==> src/rtl/cnn_pkg.sv <==
// Shared definitions for the CNN datapath stages (window generator, MAC, activation, pooling).
// Window elements are packed row-major, oldest row and oldest column at the lowest index.
package cnn_pkg;

    localparam int CNN_DATA_WIDTH = 8;
    localparam int CNN_SIZE       = 3;

    function automatic int win_idx(input int r, input int k);
        return r * CNN_SIZE + k;
    endfunction

    function automatic int clog2_min1(input int v);
        return (v > 1) ? $clog2(v) : 1;
    endfunction

endpackage

==> src/rtl/cnn_line_buffer.sv <==
// One image row of pixel storage: combinational read, write on enable, read-before-write.
// Contents are deliberately not reset; stale data is masked by the window generator.
module cnn_line_buffer
    import cnn_pkg::*;
#(
    parameter int DEPTH      = 8,
    parameter int DATA_WIDTH = CNN_DATA_WIDTH,
    parameter int ADDR_W     = clog2_min1(DEPTH)
) (
    input  logic                  clk,
    input  logic [ADDR_W-1:0]     addr,
    input  logic                  we,
    input  logic [DATA_WIDTH-1:0] wr_data,
    output logic [DATA_WIDTH-1:0] rd_data
);

    logic [DATA_WIDTH-1:0] mem [DEPTH];

    assign rd_data = mem[addr];

    always_ff @(posedge clk) begin
        if (we) begin
            mem[addr] <= wr_data;
        end
    end

endmodule

==> src/rtl/conv_window_gen.sv <==
// Streaming 3x3 sliding-window generator feeding the convolution MAC matrix input.
// Raster-order pixels in, one flattened window out per fully-interior position.
module conv_window_gen
    import cnn_pkg::*;
#(
    parameter int DATA_WIDTH = CNN_DATA_WIDTH,
    parameter int SIZE       = CNN_SIZE,
    parameter int IMG_W      = 8,
    parameter int IMG_H      = 8
) (
    input  logic                            clk,
    input  logic                            rst,
    input  logic                            s_valid,
    output logic                            s_ready,
    input  logic [DATA_WIDTH-1:0]           s_data,
    output logic                            m_valid,
    input  logic                            m_ready,
    output logic [SIZE*SIZE*DATA_WIDTH-1:0] m_window,
    output logic                            m_last
);

    localparam int COL_W = clog2_min1(IMG_W);
    localparam int ROW_W = clog2_min1(IMG_H);
    localparam int WIN_W = SIZE * SIZE * DATA_WIDTH;

    generate
        if (SIZE != 3) begin : g_bad_size
            $error("conv_window_gen supports SIZE == 3 only");
        end
        if (IMG_W < SIZE || IMG_H < SIZE) begin : g_bad_img
            $error("conv_window_gen needs IMG_W and IMG_H >= SIZE");
        end
    endgenerate

    logic [COL_W-1:0]      col_q;
    logic [ROW_W-1:0]      row_q;
    logic                  accept;
    logic                  produce;
    logic                  last_pos;
    logic [DATA_WIDTH-1:0] lb1_rd;
    logic [DATA_WIDTH-1:0] lb2_rd;
    logic [DATA_WIDTH-1:0] win_q   [SIZE][SIZE];
    logic [DATA_WIDTH-1:0] win_nxt [SIZE][SIZE];
    logic [WIN_W-1:0]      win_flat;

    // A pending window blocks all input so nothing is lost under backpressure.
    assign s_ready  = !m_valid || m_ready;
    assign accept   = s_valid && s_ready;
    assign produce  = accept && (row_q >= ROW_W'(2)) && (col_q >= COL_W'(2));
    assign last_pos = (row_q == ROW_W'(IMG_H - 1)) && (col_q == COL_W'(IMG_W - 1));

    cnn_line_buffer #(
        .DEPTH      (IMG_W),
        .DATA_WIDTH (DATA_WIDTH),
        .ADDR_W     (COL_W)
    ) u_lb1 (
        .clk     (clk),
        .addr    (col_q),
        .we      (accept),
        .wr_data (s_data),
        .rd_data (lb1_rd)
    );

    cnn_line_buffer #(
        .DEPTH      (IMG_W),
        .DATA_WIDTH (DATA_WIDTH),
        .ADDR_W     (COL_W)
    ) u_lb2 (
        .clk     (clk),
        .addr    (col_q),
        .we      (accept),
        .wr_data (lb1_rd),
        .rd_data (lb2_rd)
    );

    always_comb begin
        for (int r = 0; r < SIZE; r++) begin
            for (int k = 0; k < SIZE - 1; k++) begin
                win_nxt[r][k] = win_q[r][k+1];
            end
        end
        win_nxt[0][SIZE-1] = lb2_rd;
        win_nxt[1][SIZE-1] = lb1_rd;
        win_nxt[2][SIZE-1] = s_data;
    end

    always_comb begin
        win_flat = '0;
        for (int r = 0; r < SIZE; r++) begin
            for (int k = 0; k < SIZE; k++) begin
                win_flat[win_idx(r, k)*DATA_WIDTH +: DATA_WIDTH] = win_nxt[r][k];
            end
        end
    end

    // Pure data path; only fully refilled columns ever reach the output.
    always_ff @(posedge clk) begin
        if (accept) begin
            win_q <= win_nxt;
        end
    end

    always_ff @(posedge clk or posedge rst) begin
        if (rst) begin
            col_q <= '0;
            row_q <= '0;
        end else if (accept) begin
            if (col_q == COL_W'(IMG_W - 1)) begin
                col_q <= '0;
                if (row_q == ROW_W'(IMG_H - 1)) begin
                    row_q <= '0;
                end else begin
                    row_q <= row_q + ROW_W'(1);
                end
            end else begin
                col_q <= col_q + COL_W'(1);
            end
        end
    end

    always_ff @(posedge clk or posedge rst) begin
        if (rst) begin
            m_valid  <= 1'b0;
            m_last   <= 1'b0;
            m_window <= '0;
        end else if (produce) begin
            m_valid  <= 1'b1;
            m_window <= win_flat;
            m_last   <= last_pos;
        end else if (m_ready) begin
            m_valid  <= 1'b0;
        end
    end

endmodule

==> config.mk <==
export PLATFORM = sky130hd
export DESIGN_NAME = conv_window_gen
export DESIGN_NICKNAME = d
export VERILOG_FILES = /design/src/rtl/cnn_pkg.sv /design/src/rtl/cnn_line_buffer.sv /design/src/rtl/conv_window_gen.sv
export SDC_FILE = /design/constraint.sdc
export NUM_CORES = 1
export LEC_CHECK = 0
export ABC_AREA = 1
export CAP_MARGIN = 20
export CORE_UTILIZATION = 57
export DETAILED_ROUTE_END_ITERATION = 6
export HOLD_SLACK_MARGIN = 0.1
export PLACE_DENSITY_LB_ADDON = 0.3
export SLEW_MARGIN = 25
export SYNTH_ARGS = -nofsm -noshare
export SYNTH_HDL_FRONTEND = slang
export SYNTH_SLANG_ARGS = --single-unit
==> constraint.sdc <==
create_clock -name clk -period 3.4 [get_ports clk]
set_input_delay 0.68 -clock clk [delete_from_list [all_inputs] [get_ports clk]]
set_output_delay 0.68 -clock clk [all_outputs]
set_load 0.02 [all_outputs]
==> impl_metrics.yaml, run 1 <==
grt:
  grt_max_degree: 67
  grt_pass1_wl_mm: 33.2
  grt_pass1_vias: 6326
  grt_use_total_pct: 23.9
  antenna_found_initial: 0
  grt-ovfl-total: 0
clock_network:
  cts_resized: 0
  ctsHoldBuffers: 0
  cts_buffer_depth: 3
  cts_buffers: 26
  ctsRootBufferMaster: "clkbuf_16"
  tritoncts: "built"
  clk_latency_ns: 0.52
  post_cts_buffers: 0
  clkTransAtPathRegs_ns: 0.06
  clock_sinks: 256
  htree_levels: 1
detailed_routing:
  met3_length_mm: 1.40
  first_pass_iters: 7
  highest_layer: "met4"
  drtIter0Drc: 633
  ant_nets: 0
  route.met2.wl_mm: 10.5
  drc: 0
  drt_wl_total_mm: 21.2
  wire_per_inst_um: 16.6
  vias: 6622
  via_per_inst: 5.18
  drt-met1-wl_mm: 8.88
synthesis:
  synth_cell_type_count: 21
  yosysSeqAreaShare_pct: 71.9
  ys_warn_count: 0
  synth_top_area_cell: "edfxtp_1"
  syn-num-nets: 948
  synth_top_area_share_pct: 52.1
  synth_area_mm2: 0.0101
  yosys-top-cells-area: "edfxtp_1 52%, dfrtp_1 20%, nand2_1 14%"
  avgSynthCellArea_um2: 10.9
  synthCells: 930
  ys_ff_latch: 256
place:
  place_congestion: 0.806
  io_buffer_count: 86
  dp_hpwl_mm: 12.7
  dp_slack_ns: 0.774
run:
  maxCapViolCount: 0
hold_path:
  min_from: "win_flat[54]"
  worstHoldPathCells: 2
  hold_path_class: "flip-flop to flip-flop"
  holdPathEnd: "m_window[54]"
floorplan:
  pin_count: 87
  coreArea_mm2: 0.0174
  die_y_um: 135
  die_w_um: 135
  die_area_mm2: 0.0183
  start_util_pct: 58.4
  placementRows: 48
setup_path:
  cp_max_fo: 3
  reg2reg_to: "u_lb2.mem[5][6]"
  critPathBufInv: 3
  worst_setup_path_start_kind: "primary input"
  worst_r2r_path_depth: 4
  cp_top_family: "buffers and inverters"
  crit_type: "primary input to primary output"
  cp.arrival_ns: 1.85
  worst_path_largest_cell_delay_ns: 0.60
  worstPathRequired_ns: 2.72
  crit_path_end_kind: "primary output"
  r2r_start: "col_q[1]"
  critPathSlowestCell: "clkdlybuf4s50_1"
  rrSetupSlack_ns: 1.11
  cp_cell_sequence: "clkdlybuf4s50_1, inv_1, nand2_2, clkdlybuf4s50_1"
  crit_top_cell: "clkdlybuf4s50_1"
timing:
  tns_ns: 0
  timing.hold.ws_ns: 0.442
  finalCriticalPeriod_ns: 2.53
  setup_ws_ns: 0.875
  relSlewSlack_pct: 36.6
  fin_skew_ns: 0.0130
  hold_viol_final: 0
  period_share_pct: 74.3
  setup_viol_count_final: 0
  slew_viol_final: 0
  rsz0062_at_grt: "false"
  max_clock_freq_mhz: 396
  tightest_slew_ns: 0.951
cells_and_area:
  insertedDiodeCount: 0
  seqCellArea_mm2: 0.00729
  layout_commonest_cell: "nand2_1"
  multi_input_area_mm2: 0.00213
  drive_gt1_share_pct: 6.83
  mostFrequentLayoutCells: "379 x nand2_1, 176 x edfxtp_1, 134 x inv_1, 86 x clkdlybuf4s50_1, 80 x dfrtp_1"
  fill_cells: 1250
  post-route-util_pct: 69.6
  layout.nets: 1052
  area_delta_synth_final_pct: 19.2
pwr:
  ir_drop_mv: 0.545
  power_density_mw_per_mm2: 976
  leakage_nw: 5.55
outcome:
  status: "complete, no violations"
flip-flops by register name, indices dropped and copies added, names as in the netlist:
signal	flops
row_q	3
col_q	3
win_flat	48
m_window	72
m_last	1
u_lb1.mem	64
u_lb2.mem	64
m_valid	1
kinds of logic after synthesis:
logic type,after synthesis,synth area share (%)
flops,256,71.9
simple gates,477,19.1
fa+ha+maj,6,0.740
compound gates,22,1.09
buf+inv,169,7.18
worst min-delay path, cell delays in order (launching register included):
cell	delay (ns)
edfxtp_1	0.32
nand2_1	0.05
nand2_1	0.05
synthesized netlist by cell type, drive strengths merged:
cell type,instances
nand4,16
inv,136
o21ai,20
nand3,63
nand2,382
dfrtp,80
buf,31
nor2,15
edfxtp,176
ha,6
a21oi,2
clkbuf,2
nor3,1
per-layer routing:
metal	GRT usage, %	up-vias
li1	-	3173
met2	40.1	245
met4	7.49	0
met1	32.7	3170
met5	0	-
met3	3.14	34
layout make-up:
class | instances | area share, %
clock buffers | 41 | 6.44
clock inverters | 7 | 0.549
inverters | 136 | 4.24
multi-input cells | 505 | 17.6
flip-flops and latches | 256 | 60.3
well taps | 225 | 2.33
repair buffers | 109 | 8.55
where the power goes:
| part | total [mW] | switching, mW | internal (mW) |
|---|---|---|---|
| combinational | 4.06 | 2.67 | 1.38 |
| sequential | 4.97 | 0.390 | 4.58 |
| clock | 2.77 | 1.12 | 1.65 |
stage by stage:
stage / area [µm²] / power [mW] / instances
after floorplan: 10100 / 7.45 / 930
after global placement: 11200 / 8.91 / 1231
after detailed placement: 11200 / 9.08 / 1231
after CTS: 12100 / 11.9 / 1279
after global routing: 12100 / 12.4 / 1279
final: 12100 / 11.8 / 1279
how the worst max path moves through the flow:
stage / start / endpoint / slack (ns) / cells after the start
floorplan: m_ready / u_lb1.mem[1][0] / 0.48 / 6
global placement: m_ready / row_q[0] / 0.85 / 9
detailed placement: m_ready / row_q[0] / 0.77 / 9
CTS: m_ready / s_ready / 0.87 / 4
global route: m_ready / s_ready / 0.84 / 4
finish: m_ready / s_ready / 0.87 / 4
Note: power is estimated with default switching activity, not from simulation.
==> run 2: changes to the inputs <==
CORE_UTILIZATION = 52   (was 57)
clock period = 2.3 ns   (was 3.4 ns; I/O delays follow)
==> run 2 against run 1 <==
Worst hold slack lost 0.084 ns. Clock-buffer cell count shrank 6. Register-to-register slack lost 0.86 ns. Routed wire length grew 0.11%. Power grew 50%. Critical endpoint unchanged. Largest power group unchanged.
==> impl_metrics.yaml, run 2 (synthesis results as in run 1) <==
outcome:
  status: "complete, no violations"
detailed_routing:
  drt-met1-wl_mm: 9.41
  met3_length_mm: 1.31
  drt_wl_total_mm: 21.2
  highest_layer: "met4"
  via_per_inst: 4.95
  route.met2.wl_mm: 10.1
  first_pass_iters: 5
  vias: 6598
  drtIter0Drc: 507
  wire_per_inst_um: 15.9
  drc: 0
  ant_nets: 0
floorplan:
  placementRows: 50
  die_w_um: 142
  die_y_um: 142
  coreArea_mm2: 0.0189
  pin_count: 87
  start_util_pct: 53.7
  die_area_mm2: 0.0201
setup_path:
  worst_setup_path_start_kind: "primary input"
  critPathBufInv: 3
  r2r_start: "col_q[1]"
  cp-startpoint: "m_ready"
  critPathSlowestCell: "clkdlybuf4s50_1"
  cp_top_family: "buffers and inverters"
  worstPathRequired_ns: 1.84
  cp.arrival_ns: 1.64
  cp_max_fo: 3
  crit_top_cell: "clkdlybuf4s50_1"
  crit_path_end_kind: "primary output"
  crit_type: "primary input to primary output"
  worst_path_largest_cell_delay_ns: 0.60
  cp_cell_sequence: "clkdlybuf4s50_1, inv_1, nand2_2, clkdlybuf4s50_1"
clock_network:
  clkTransAtPathRegs_ns: 0.06
  post_cts_buffers: 0
  cts_buffers: 25
  htree_levels: 1
  ctsRootBufferMaster: "clkbuf_16"
  ctsHoldBuffers: 0
  cts_resized: 0
  clock_sinks: 256
  clk_latency_ns: 0.51
  cts_buffer_depth: 3
  tritoncts: "built"
cells_and_area:
  top_register: "m_window"
  insertedDiodeCount: 0
  area_delta_synth_final_pct: 21.9
  drive_gt1_share_pct: 9.32
  fin_area_mm2: 0.0124
  largest_reg_flops: 72
  layout_commonest_cell: "nand2_1"
  reg_top3: "m_window x72, u_lb1.mem x64, u_lb2.mem x64"
  mostFrequentLayoutCells: "379 x nand2_1, 176 x edfxtp_1, 134 x inv_1, 86 x clkdlybuf4s50_1, 80 x dfrtp_1"
  fill_cells: 1440
  layout.nets: 1073
grt:
  grt_max_degree: 67
  antenna_found_initial: 0
  grt-ovfl-total: 0
  grt_use_total_pct: 22.3
  grt_pass1_wl_mm: 33.9
  grt_pass1_vias: 6430
timing:
  period_share_pct: 91.2
  slew_viol_final: 0
  rsz0062_at_grt: "false"
  hold_viol_final: 0
  fin_skew_ns: 0.0115
  relSlewSlack_pct: 61.6
  finalCriticalPeriod_ns: 2.10
  tns_ns: 0
  setup_viol_count_final: 0
  tightest_slew_ns: 0.575
  max_clock_freq_mhz: 477
pwr:
  switching_power_mw: 6.28
  p_seq_share_pct: 41.6
  p_comb_share_pct: 36.4
  clock_power_share_pct: 21.9
  swShare_pct: 35.5
  ir_drop_mv: 0.694
  leakage_nw: 5.66
  power_density_mw_per_mm2: 1430
  p_int_mw: 11.4
hold_path:
  hold_path_class: "primary input to async pin"
place:
  place_congestion: 0.809
  placed_cell_area_mm2: 0.0116
  io_buffer_count: 86
  dp_hpwl_mm: 13.8
run:
  maxCapViolCount: 0
==> run 2: cell count changes in the layout (fill, tap and decap cells not counted), sizes merged <==
cell and delta:
buf +22, clkbuf -6, clkinv +3, clkinvlp +2, inv -2
==> run 2: final cells by class <==
cell class / count / area, µm² / share of cell area, %
clock inverters: 10 / 82.6 / 0.668
multi-input cells: 505 / 2150 / 17.4
clock buffers: 35 / 704 / 5.70
repair buffers: 131 / 1300 / 10.5
flip-flops and latches: 256 / 7290 / 58.9
well taps: 260 / 325 / 2.63
inverters: 136 / 517 / 4.18
==> run 2: per-stage QoR <==
step                      power [mW]  utilization (%)  cells  setup WS [ns]  hold slack, ns
after floorplan                 11.0                -    930         0.0496           0.418
after global placement          13.7             61.3   1288          0.193           0.421
after detailed placement        13.9             61.3   1288          0.171           0.425
after CTS                       17.8             65.4   1333          0.198           0.361
after global routing            18.7             65.4   1333          0.169           0.380
final                           17.7             65.4   1333          0.202           0.358
==> run 2: power groups by stage <==
| stage | logic, mW | registers [mW] | clock network (mW) |
|---|---|---|---|
| 3_5_place_dp | 6.45 | 7.45 | 0 |
| 3_3_place_gp | 6.33 | 7.42 | 0 |
| 2_1_floorplan | 2.98 | 8.05 | 0 |
| 4_1_cts | 6.50 | 7.37 | 3.95 |
| 6_report | 6.45 | 7.37 | 3.88 |
| 5_1_grt | 7.07 | 7.50 | 4.12 |
==> run 2: final timing paths <==
check	slack (ns)	depth (start not counted)	to
max	0.20	4	s_ready
min	0.36	2	m_window[69]
max reg2reg	0.25	4	u_lb2.mem[4][4]
min reg2reg	0.44	2	m_window[24]
max in group asynchronous	1.35	3	m_window[23]
min in group clk	0.44	2	m_window[24]
==> run 2: metal layers <==
layer  up-vias  track usage (%)
met2       223             36.2
met5         -                0
met4         0             6.85
met1      3132             31.4
li1       3206                -
met3        37             3.04
==> run 2: worst reg2reg max path, stage by stage (launching register included) <==
cell	delay, ns
dfrtp_1	0.49
nand2_1	0.20
inv_1	0.23
nand3_1	0.19
nand4_1	0.48
